`src/rtl/memory.sv`:
```
// Purpose: M-stage load/store unit; drives one dcache request per access and extends load data.
// Latency: 4 cycles from IDLE to DONE when ready and resp arrive on their first eligible cycle (3 stalled).
// Backpressure: holds M and upstream via memory_o_stall while the request or response is outstanding.
module memory (
    input  logic        clk,
    input  logic        rst,
    input  logic        regM_i_mem_ren,
    input  logic        regM_i_mem_wen,
    input  logic [2:0]  regM_i_func3,
    input  logic [63:0] regM_i_alu_result,
    input  logic [63:0] regM_i_rs2_data,
    output logic        dcache_o_req_valid,
    input  logic        dcache_i_req_ready,
    output logic [63:0] dcache_o_addr,
    output logic        dcache_o_wen,
    output logic [63:0] dcache_o_wdata,
    output logic [7:0]  dcache_o_wstrb,
    input  logic        dcache_i_resp_valid,
    input  logic [63:0] dcache_i_resp_rdata,
    output logic [63:0] memory_o_memdata,
    output logic        memory_o_stall,
    output logic        memory_o_misalign
);

    localparam logic [1:0] S_IDLE = 2'd0;
    localparam logic [1:0] S_REQ  = 2'd1;
    localparam logic [1:0] S_WAIT = 2'd2;
    localparam logic [1:0] S_DONE = 2'd3;

    logic [1:0]  state_q, state_d;
    logic [63:0] memdata_q, memdata_d;

    logic        access;
    logic        aligned;
    logic [2:0]  off;
    logic [5:0]  bit_sh;
    logic [7:0]  size_mask;
    logic [63:0] ld_field;
    logic [63:0] ld_ext;

    assign access = regM_i_mem_ren | regM_i_mem_wen;
    assign off    = regM_i_alu_result[2:0];
    assign bit_sh = {off, 3'b000};

    // Alignment and byte-enable width both follow func3[1:0] (b/h/w/d); func3[2] only selects zero-extension.
    always_comb begin
        aligned   = 1'b1;
        size_mask = 8'h01;
        case (regM_i_func3[1:0])
            2'b00: begin aligned = 1'b1;          size_mask = 8'h01; end
            2'b01: begin aligned = ~off[0];       size_mask = 8'h03; end
            2'b10: begin aligned = (off[1:0] == 2'b00); size_mask = 8'h0F; end
            default: begin aligned = (off == 3'b000); size_mask = 8'hFF; end
        endcase
    end

    // Load data arrives doubleword-aligned; bring the addressed field down to bit 0, then extend.
    assign ld_field = dcache_i_resp_rdata >> bit_sh;

    // Sign- or zero-extend the load field according to func3.
    always_comb begin
        ld_ext = ld_field;
        case (regM_i_func3)
            3'b000:  ld_ext = {{56{ld_field[7]}},  ld_field[7:0]};
            3'b001:  ld_ext = {{48{ld_field[15]}}, ld_field[15:0]};
            3'b010:  ld_ext = {{32{ld_field[31]}}, ld_field[31:0]};
            3'b100:  ld_ext = {56'd0, ld_field[7:0]};
            3'b101:  ld_ext = {48'd0, ld_field[15:0]};
            3'b110:  ld_ext = {32'd0, ld_field[31:0]};
            default: ld_ext = ld_field;
        endcase
    end

    // Request fields come straight from the M register, which the stall keeps frozen while in REQ.
    assign dcache_o_addr      = {regM_i_alu_result[63:3], 3'b000};
    assign dcache_o_wen       = regM_i_mem_wen;
    assign dcache_o_wdata     = regM_i_rs2_data << bit_sh;
    assign dcache_o_wstrb     = size_mask << off;
    assign dcache_o_req_valid = (state_q == S_REQ);

    // Misaligned accesses never start a transaction; the exception path takes over instead.
    assign memory_o_misalign  = access & ~aligned;
    assign memory_o_stall     = ((state_q == S_IDLE) & access & aligned)
                              | (state_q == S_REQ) | (state_q == S_WAIT);
    assign memory_o_memdata   = memdata_q;

    // Next-state logic; ready and resp_valid are only looked at in the state that expects them.
    always_comb begin
        state_d   = state_q;
        memdata_d = memdata_q;
        case (state_q)
            S_IDLE: if (access && aligned) state_d = S_REQ;
            S_REQ:  if (dcache_i_req_ready) state_d = S_WAIT;
            S_WAIT: begin
                if (dcache_i_resp_valid) begin
                    state_d = S_DONE;
                    if (regM_i_mem_ren) memdata_d = ld_ext;
                end
            end
            default: state_d = S_IDLE;
        endcase
    end

    // State and load-result registers; reset abandons any in-flight transaction.
    always_ff @(posedge clk or negedge rst) begin
        if (!rst) begin
            state_q   <= S_IDLE;
            memdata_q <= 64'd0;
        end else begin
            state_q   <= state_d;
            memdata_q <= memdata_d;
        end
    end

endmodule
```
`config.mk`:
```
export PLATFORM = sky130hd
export DESIGN_NAME = memory
export DESIGN_NICKNAME = d
export VERILOG_FILES = /design/src/rtl/memory.sv
export SDC_FILE = /design/constraint.sdc
export NUM_CORES = 1
export LEC_CHECK = 0
export ABC_AREA = 1
export BUFFER_PORTS_ARGS = -buffer_cell sky130_fd_sc_hd__buf_2
export CORE_AREA = 5 5 153 155
export CTS_BUF_LIST = sky130_fd_sc_hd__clkbuf_2 sky130_fd_sc_hd__clkbuf_4 sky130_fd_sc_hd__clkbuf_8
export CTS_CLUSTER_SIZE = 24
export DETAILED_ROUTE_END_ITERATION = 10
export DIE_AREA = 0 0 158 160
export HOLD_SLACK_MARGIN = 0.02
export PLACE_DENSITY_LB_ADDON = 0.05
export SYNTH_ARGS = -nofsm -noshare
export SYNTH_HDL_FRONTEND = slang
export SYNTH_SLANG_ARGS = --single-unit
```
`constraint.sdc`:
```
create_clock -name clk -period 1.9 [get_ports clk]
set_clock_uncertainty 0.2 [all_clocks]
set_input_delay 0.38 -clock clk [delete_from_list [all_inputs] [get_ports clk]]
set_output_delay 0.38 -clock clk [all_outputs]
set_load 0.05 [all_outputs]
```
# Yosys cells after proc, flatten, opt, wreduce, memory -nomap -nowiden
# Cells that the tools add are included.
# op_classes
n_eq_ne	12
n_shift	3
mux	7
bitwise_logic	8
n_reduce_logical	8
# ops
operator	count
case mux 64 bit (6 select lines)	1
left shift 64 x 6 -> 64 bit	1
right shift 64 x 6 -> 64 bit	1
case mux 8 bit (3 select lines)	1
== test 3 bit, second input constant	3
left shift 8 x 3 -> 8 bit	1
zero test 2 bit	3
zero test 3 bit	2
two-way mux 2 bit	3
case mux 2 bit (3 select lines)	1
AND reduction 3 bit	2
== test 2 x 1 -> 1 bit, second input constant	2
== test 2 bit, second input constant	2
!= test 2 x 1 -> 1 bit, second input constant	2
bitwise AND 1 bit	3
== test 3 x 1 -> 1 bit, second input constant	1
== test 3 x 2 -> 1 bit, second input constant	1
bitwise OR 1 bit	3
case mux 1 bit (3 select lines)	1
!= test 2 bit, second input constant	1
NOT 1 bit	2
logical AND 1 bit	1
# word_totals
reg_bits	66
inputBits	201
out_inout_bits	204
elab_cells	40

# Logic depth before layout (Yosys ltp)
# Gate-level depths: netlist of the first run.
# depth
ltp_word	5
depth_mapped	12
mapped_depth_nobuf	10

# Least setup slack after synthesis of the first run
# OpenSTA, ideal clock, no wires.
# synth_timing
path_kind	input -> output
startpoint	input regM_i_alu_result[2]
endpoint	output dcache_o_wdata[0]
arrival_ns	2.414
required_time_ns	1.320
slack_ns	-1.094
path_stages	5
cell_sequence	buf_2 buf_1 nor2_1 inv_1 nor2_1
# synth_via
elab_chain_len	1
# synth_rtl
element	line_no	text
start: declaration	10	input logic [63:0] regM_i_alu_result,
left shift 64 x 6 -> 64 bit	77	assign dcache_o_wdata = regM_i_rs2_data << bit_sh;
end: declaration	16	output logic [63:0] dcache_o_wdata,
# Every way passes these cells.

# Worst setup path after layout of the first run
# layout_timing
startpoint	input regM_i_alu_result[0]
endpoint	output memory_o_stall
# layout_via
elab_chain_len	5
elab_cells_between_ends	7
classes_between	mux (1); bitwise (4); reduce/logical (2)
# layout_rtl
element	line_no	text
zero test 3 bit, or another cell as far along	53	default: begin aligned = (off == 3'b000); size_mask = 8'hFF; end
case mux 1 bit (3 select lines) (*)	49	case (regM_i_func3[1:0])
bitwise AND 1 bit (*)	83	assign memory_o_stall = ((state_q == S_IDLE) & access & aligned)
bitwise OR 1 bit (*) (2 in a row)	84	| (state_q == S_REQ) | (state_q == S_WAIT);
end: declaration	21	output logic memory_o_stall,
# Every way passes the cells marked *; elsewhere a longest branch is shown, timed or not.

==> results of run 1 <==
Yosys cell counts:
cell	count
nor2_2	1
o21ai_0	124
nor3_1	2
a21oi_2	10
conb_1	1
o21ai_1	3
buf_2	41
buf_4	73
and2_1	6
o22a_1	2
nand4_1	1
a21oi_1	42
o22ai_1	9
or2_2	49
clkbuf_1	26
ha_1	4
o211ai_1	5
nand3_1	107
a21boi_0	2
clkinv_1	1
o21a_1	1
nand2_1	363
buf_1	5
buf_6	1
a31oi_1	3
a22oi_1	2
nor2_4	3
nand3_2	2
mux2i_1	24
inv_1	96
nand2_2	2
dfrtp_1	66
o31ai_1	2
nor2_1	119
inv_2	4
layer usage:
metal  wire length, um  share of wire  track usage  up-vias
li1                  -              -            -     4369
met1             13800           0.40        0.331     4208
met2             17200           0.49        0.421      375
met3              2710          0.078       0.0568       77
met4              1090          0.031        0.112        8
met5                46         0.0013            0        -
cell families after synthesis:
kind of cell	share of synthesized area
and+or+nand+nor	0.391
buffers and inverters	0.177
AOI/OAI and AO/OA	0.157
adders and majority gates	0.00705
DFF	0.233
muxes	0.0338
other	0.000528
worst max-delay path: cells and delay by family:
kind | cells | cell delay, ps
compound gates | 3 | 460
simple gates | 2 | 290
buf+inv | 2 | 360
per-stage QoR:
stage               total power [W]  hold slack (ps)  utilization  area (um^2)  setup WS [ps]
floorplan                   0.00823             -116            -         8240           -507
global placement            0.00977              153        0.457         9920           -452
detailed placement          0.00980              150        0.457         9920           -475
CTS                          0.0115              193        0.525        11400           -152
global route                 0.0125              247        0.552        12000           -279
finish                       0.0117              196        0.552        12000           -198
registers in the layout (all words and copies together), names as in the netlist:
| signal | flops |
|---|---|
| state_q | 2 |
| memory_o_memdata | 64 |
cell type report:
type	instances	area (um^2)
antenna	11	27.5
clock buffer	11	151
clock inverter	5	60.1
fill	2125	9720
inverter	101	424
multi-input combinational	891	5650
sequential	66	1650
tap	280	350
timing repair buffer	427	3660
power groups by stage:
stage / sequential [W] / clock, W / combinational (W)
after floorplan: 0.00488 / 0 / 0.00335
after global placement: 0.00248 / 0 / 0.00729
after detailed placement: 0.00250 / 0 / 0.00729
after CTS: 0.00248 / 0.00133 / 0.00774
after global routing: 0.00255 / 0.00139 / 0.00852
final: 0.00246 / 0.00131 / 0.00796
what timing repair did:
item	in CTS	in global routing
hold endpoints to repair	14	0
buffers inserted	34	4
hold buffers	1	0
gates cloned	4	6
resized for setup	252	120
pin swaps	29	26
endpoints found under the setup margin	75	133
final timing paths:
| kind | startpoint | endpoint | slack [ps] | cells after the start |
|---|---|---|---|---|
| max reg2reg | state_q[0]$_DFFE_PN0P_ | memory_o_memdata[52]$_DFFE_PN0P_ | 130 | 8 |
| max | regM_i_alu_result[0] | memory_o_stall | -200 | 7 |
| min reg2reg | memory_o_memdata[1]$_DFFE_PN0P_ | memory_o_memdata[1]$_DFFE_PN0P_ | 290 | 2 |
| max in group asynchronous | rst | memory_o_memdata[10]$_DFFE_PN0P_ | 710 | 3 |
| min | dcache_i_req_ready | state_q[1]$_DFFE_PN0P_ | 200 | 5 |
| min in group asynchronous | rst | memory_o_memdata[62]$_DFFE_PN0P_ | 280 | 2 |
==> metrics.cfg, run 1 <==
[clock_network]
h-tree-depth = 3
cts_root_buf = clkbuf_8
tritoncts = built
clk_pin_slew_ps = 90
insertion_delay_ps = 370
clock_sinks = 66
cts_buffers = 9
clockBufferDepth = 2

[routing]
ant_nets = 0
wl_per_cell_um = 19.4
drt_iter0_markers = 601
wl_um = 34800
via_per_inst = 5.04
drt-pass1-iter-count = 5
drc = 0
dr_total_vias = 9037

[sta]
setup_tns_ps = -7110
hold_viol = 0
rsz0062_at_grt = yes
fin_ws_ps = -198
drv_slew = 0
finalSetupViolCount = 68
max_freq_ghz = 0.477
period_needed_ps = 2100
period_share = 1.10

[placed_design]
place_inst = 1718
io_buffers = 279
gp_congestion = 0.915
hpwl_um = 25700

[global_routing]
overflow = 0
grt_start_max_net_pins = 61
grt_pass1_vias = 8841
grt_util_all_layers = 0.260
antenna_found_initial = 16
grt_pass1_wl_um = 51400

[floorplanning]
dieArea_um2 = 25300
coreArea_um2 = 21700
num_rows = 54
dieWidth_um = 158
io_pins = 405
initial_utilization = 0.327
die_h_um = 160

[power_and_ir_drop]
swShare = 0.546
p_leak_nw = 5.87
p_seq_frac = 0.210
power_frac_comb = 0.678
clockPowerShare = 0.112
powerDensity_nw_per_um2 = 980
p_int_w = 0.00533
power_switching_w = 0.00640
ir_drop_uv = 499

[synthesis]
synth_top_area_share = 0.233
syn_inst = 1202
yosysUniqueCellTypes = 35
yosysWarnings = 0
synth_area_um2 = 7100
ys_top_cells_by_area = dfrtp_1, nand2_1, o21ai_0
synth.yosys.seq_area_share = 0.233
ys_seq_elements = 66
yosys.area.top_type = dfrtp_1
syn_avg_cell_area_um2 = 5.91

[finish]
final_common_cell = nand2_1
final_cell_mix = nand2_1, buf_2, buf_4
layout.nets = 1701
stdcell_count = 1792
area_growth_pct = 68.6
drive_gt1_frac = 0.488

[worst_hold_path]
hold_class = in -> reg

[critical_path]
path_cells = buf_16 -> nor2_4 -> nand4_1 -> o21ai_4 -> o21ai_2 -> o211ai_1 -> buf_4
crit_arrival_ps = 1520
critPathMaxStageDelay_ps = 230
crit_path_top_delay_cell = buf_4
cp.required_ps = 1320
crit_path_end_kind = output port
start_kind = input pin
crit_type = in -> out
crit_fanout = 6

[outcome]
violations = setup timing
status = finished, violations left

[run]
drv_cap = 0

No activity file was read; power rests on OpenSTA's default activity.
==> run 2: changes to the inputs <==
MAX_ROUTING_LAYER = met4   (was not set)
==> run 2 against run 1 <==
Effect of this change:
- the flow still finishes with violations (setup timing)
- power increased by 1.0%
- flip-flop and latch count is the same
- die area stayed put
- non-clock buffer count is 4 lower
- sequential power barely moved
- cell area up 2.4%
- register-to-register slack got worse by 20 ps
- critical path type unchanged
- largest cell class unchanged
- first-iteration DRC count fell by 17%
- worst setup slack improved by 3.6 ps
- clock power is 7% higher
- count of clock-buffer cells in the layout is 1 lower
==> metrics.cfg, run 2 (synthesis results as in run 1) <==
[sta]
period_share = 1.10  ; -0.00188
hold_viol = 0  ; unchanged
max_slew_margin = 0.635
finalSetupViolCount = 66  ; -2.9%
drv_slew = 0  ; unchanged
fin_ws_ps = -194  ; +3.57 ps
max_freq_ghz = 0.478  ; +0.17%
worst_pin_slew_ps = 542
rsz0062_at_grt = yes
period_needed_ps = 2090  ; -3.57 ps

[clock_network]
clock_sinks = 66  ; unchanged
h-tree-depth = 3  ; unchanged
tritoncts = built
cts_root_buf = clkbuf_8
clockBufferDepth = 2  ; unchanged
cts_buffers = 9  ; unchanged
insertion_delay_ps = 370  ; about the same
clk_pin_slew_ps = 80  ; about the same

[power_and_ir_drop]
powerDensity_nw_per_um2 = 967  ; -1.3%
ir_drop_uv = 504  ; +0.98%
p_leak_nw = 5.95  ; +1.3%

[critical_path]
crit_type = in -> out
cp.required_ps = 1320  ; about the same
crit_arrival_ps = 1510  ; about the same
crit_fanout = 8  ; +2
start_kind = input pin
crit_path_end_kind = output port

[outcome]
status = finished, violations left
violations = setup timing

[finish]
register_area_um2 = 1650  ; unchanged
final_common_cell = nand2_1
utilization = 0.565  ; +0.0133
area_growth_pct = 72.7
layout.nets = 1697  ; -0.24%
final_cell_mix = nand2_1, buf_2, buf_4
nFillCells = 2128  ; +0.14%
drive_gt1_frac = 0.498  ; +0.00999
stdcell_count = 1787  ; -0.28%
largest_reg_flops = 64  ; unchanged
multi_input_area_um2 = 5850  ; +3.5%
design_area_um2 = 12300  ; +2.4%

[global_routing]
grt_pass1_vias = 8738  ; -1.2%
grt_pass1_wl_um = 51800  ; +0.71%
grt_start_max_net_pins = 38  ; -38%
grt_util_all_layers = 0.270  ; +0.00980
overflow = 0  ; unchanged
antenna_found_initial = 9  ; -7

[placed_design]
io_buffers = 279  ; unchanged
place_area_um2 = 10100  ; +1.5%
gp_congestion = 0.920  ; +0.59%
dpl_worst_slack_ps = -464  ; +10.8 ps
hpwl_um = 26100  ; +1.6%
place_inst = 1729  ; +0.64%

[routing]
wl_per_cell_um = 19.4  ; -0.14%
wl_um = 34700  ; -0.42%
drt_iter0_markers = 501  ; -17%
drt-pass1-iter-count = 5  ; unchanged
ant_nets = 0  ; unchanged
drc = 0  ; unchanged
via_per_inst = 5.02  ; -0.44%
dr_total_vias = 8972  ; -0.72%

[floorplanning]
dieArea_um2 = 25300  ; unchanged
dieWidth_um = 158  ; unchanged
initial_utilization = 0.327  ; unchanged
coreArea_um2 = 21700  ; unchanged
die_h_um = 160  ; unchanged
io_pins = 405  ; unchanged
num_rows = 54  ; unchanged

[run]
drv_cap = 0  ; unchanged

[worst_hold_path]
hold_class = in -> reg

==> run 2: cell count changes in the layout (fill, tap and decap cells not counted), moves of 8 or more <==
cell and delta:
o21ai_1 -9, o21ai_0 +11, buf_12 +9, nand2_1 -13
mux2i_4 +13, nor2_1 +9, buf_4 -14, nand3_2 +8
nand2_2 +10
==> run 2: worst max-delay path: stages <==
cell     delay [ps]
buf_16          130
buf_12          150
buf_12          150
mux2i_4         190
nand2_2          80
o21ai_4          80
o21ai_4         160
buf_6           170
==> run 2: cell type report <==
type	count	area share
repair buffers	423	0.306
flip-flops and latches	66	0.135
multi-input cells	891	0.477
diodes	10	0.00204
well taps	280	0.0286
clock inverters	6	0.00735
inverters	101	0.0340
clock buffers	10	0.0107
==> run 2: final timing paths <==
kind,start,endpoint,slack (ps),cells past startpoint
setup / recovery,regM_i_alu_result[0],dcache_o_wdata[56],-190,8
hold / removal,dcache_i_req_ready,state_q[1]$_DFFE_PN0P_,200,5
setup reg to reg,state_q[1]$_DFFE_PN0P_,memory_o_memdata[30]$_DFFE_PN0P_,110,8
hold reg to reg,memory_o_memdata[7]$_DFFE_PN0P_,memory_o_memdata[7]$_DFFE_PN0P_,290,2
max in group asynchronous,rst,memory_o_memdata[15]$_DFFE_PN0P_,690,3
min in group asynchronous,rst,memory_o_memdata[62]$_DFFE_PN0P_,290,2
==> run 2: where the power goes <==
group	leakage [nW]	switching (W)	total [W]	internal, W
registers	0.779	0.000347	0.00246	0.00211
clock network	0.110	0.000640	0.00140	0.000759
logic	5.06	0.00542	0.00800	0.00257
total	5.95	0.00641	0.0119	0.00544
==> run 2: layer usage <==
layer	vias to the layer above	GRT usage	wire, um
li1	4375	-	-
met1	4189	0.340	14100
met2	339	0.443	17400
met3	69	0.0438	2160
met4	0	0.0826	1000
met5	-	-	0
==> run 2: what timing repair did <==
action,4_1_cts,5_1_grt
pin swaps,63,45
setup endpoints to repair,74,121
gates cloned,6,2
gates resized for setup,289,124
setup buffers,18,7
hold buffers,1,0
hold endpoints to repair,15,0
==> run 2: per-stage QoR <==
step | total power (W) | hold WS (ps) | setup TNS [ps]
2_1_floorplan | 0.00823 | -116 | -6610
3_3_place_gp | 0.00983 | 150 | -35030
3_5_place_dp | 0.00986 | 148 | -34930
4_1_cts | 0.0117 | 183 | -6040
5_1_grt | 0.0125 | 217 | -9480
6_report | 0.0119 | 201 | -6630
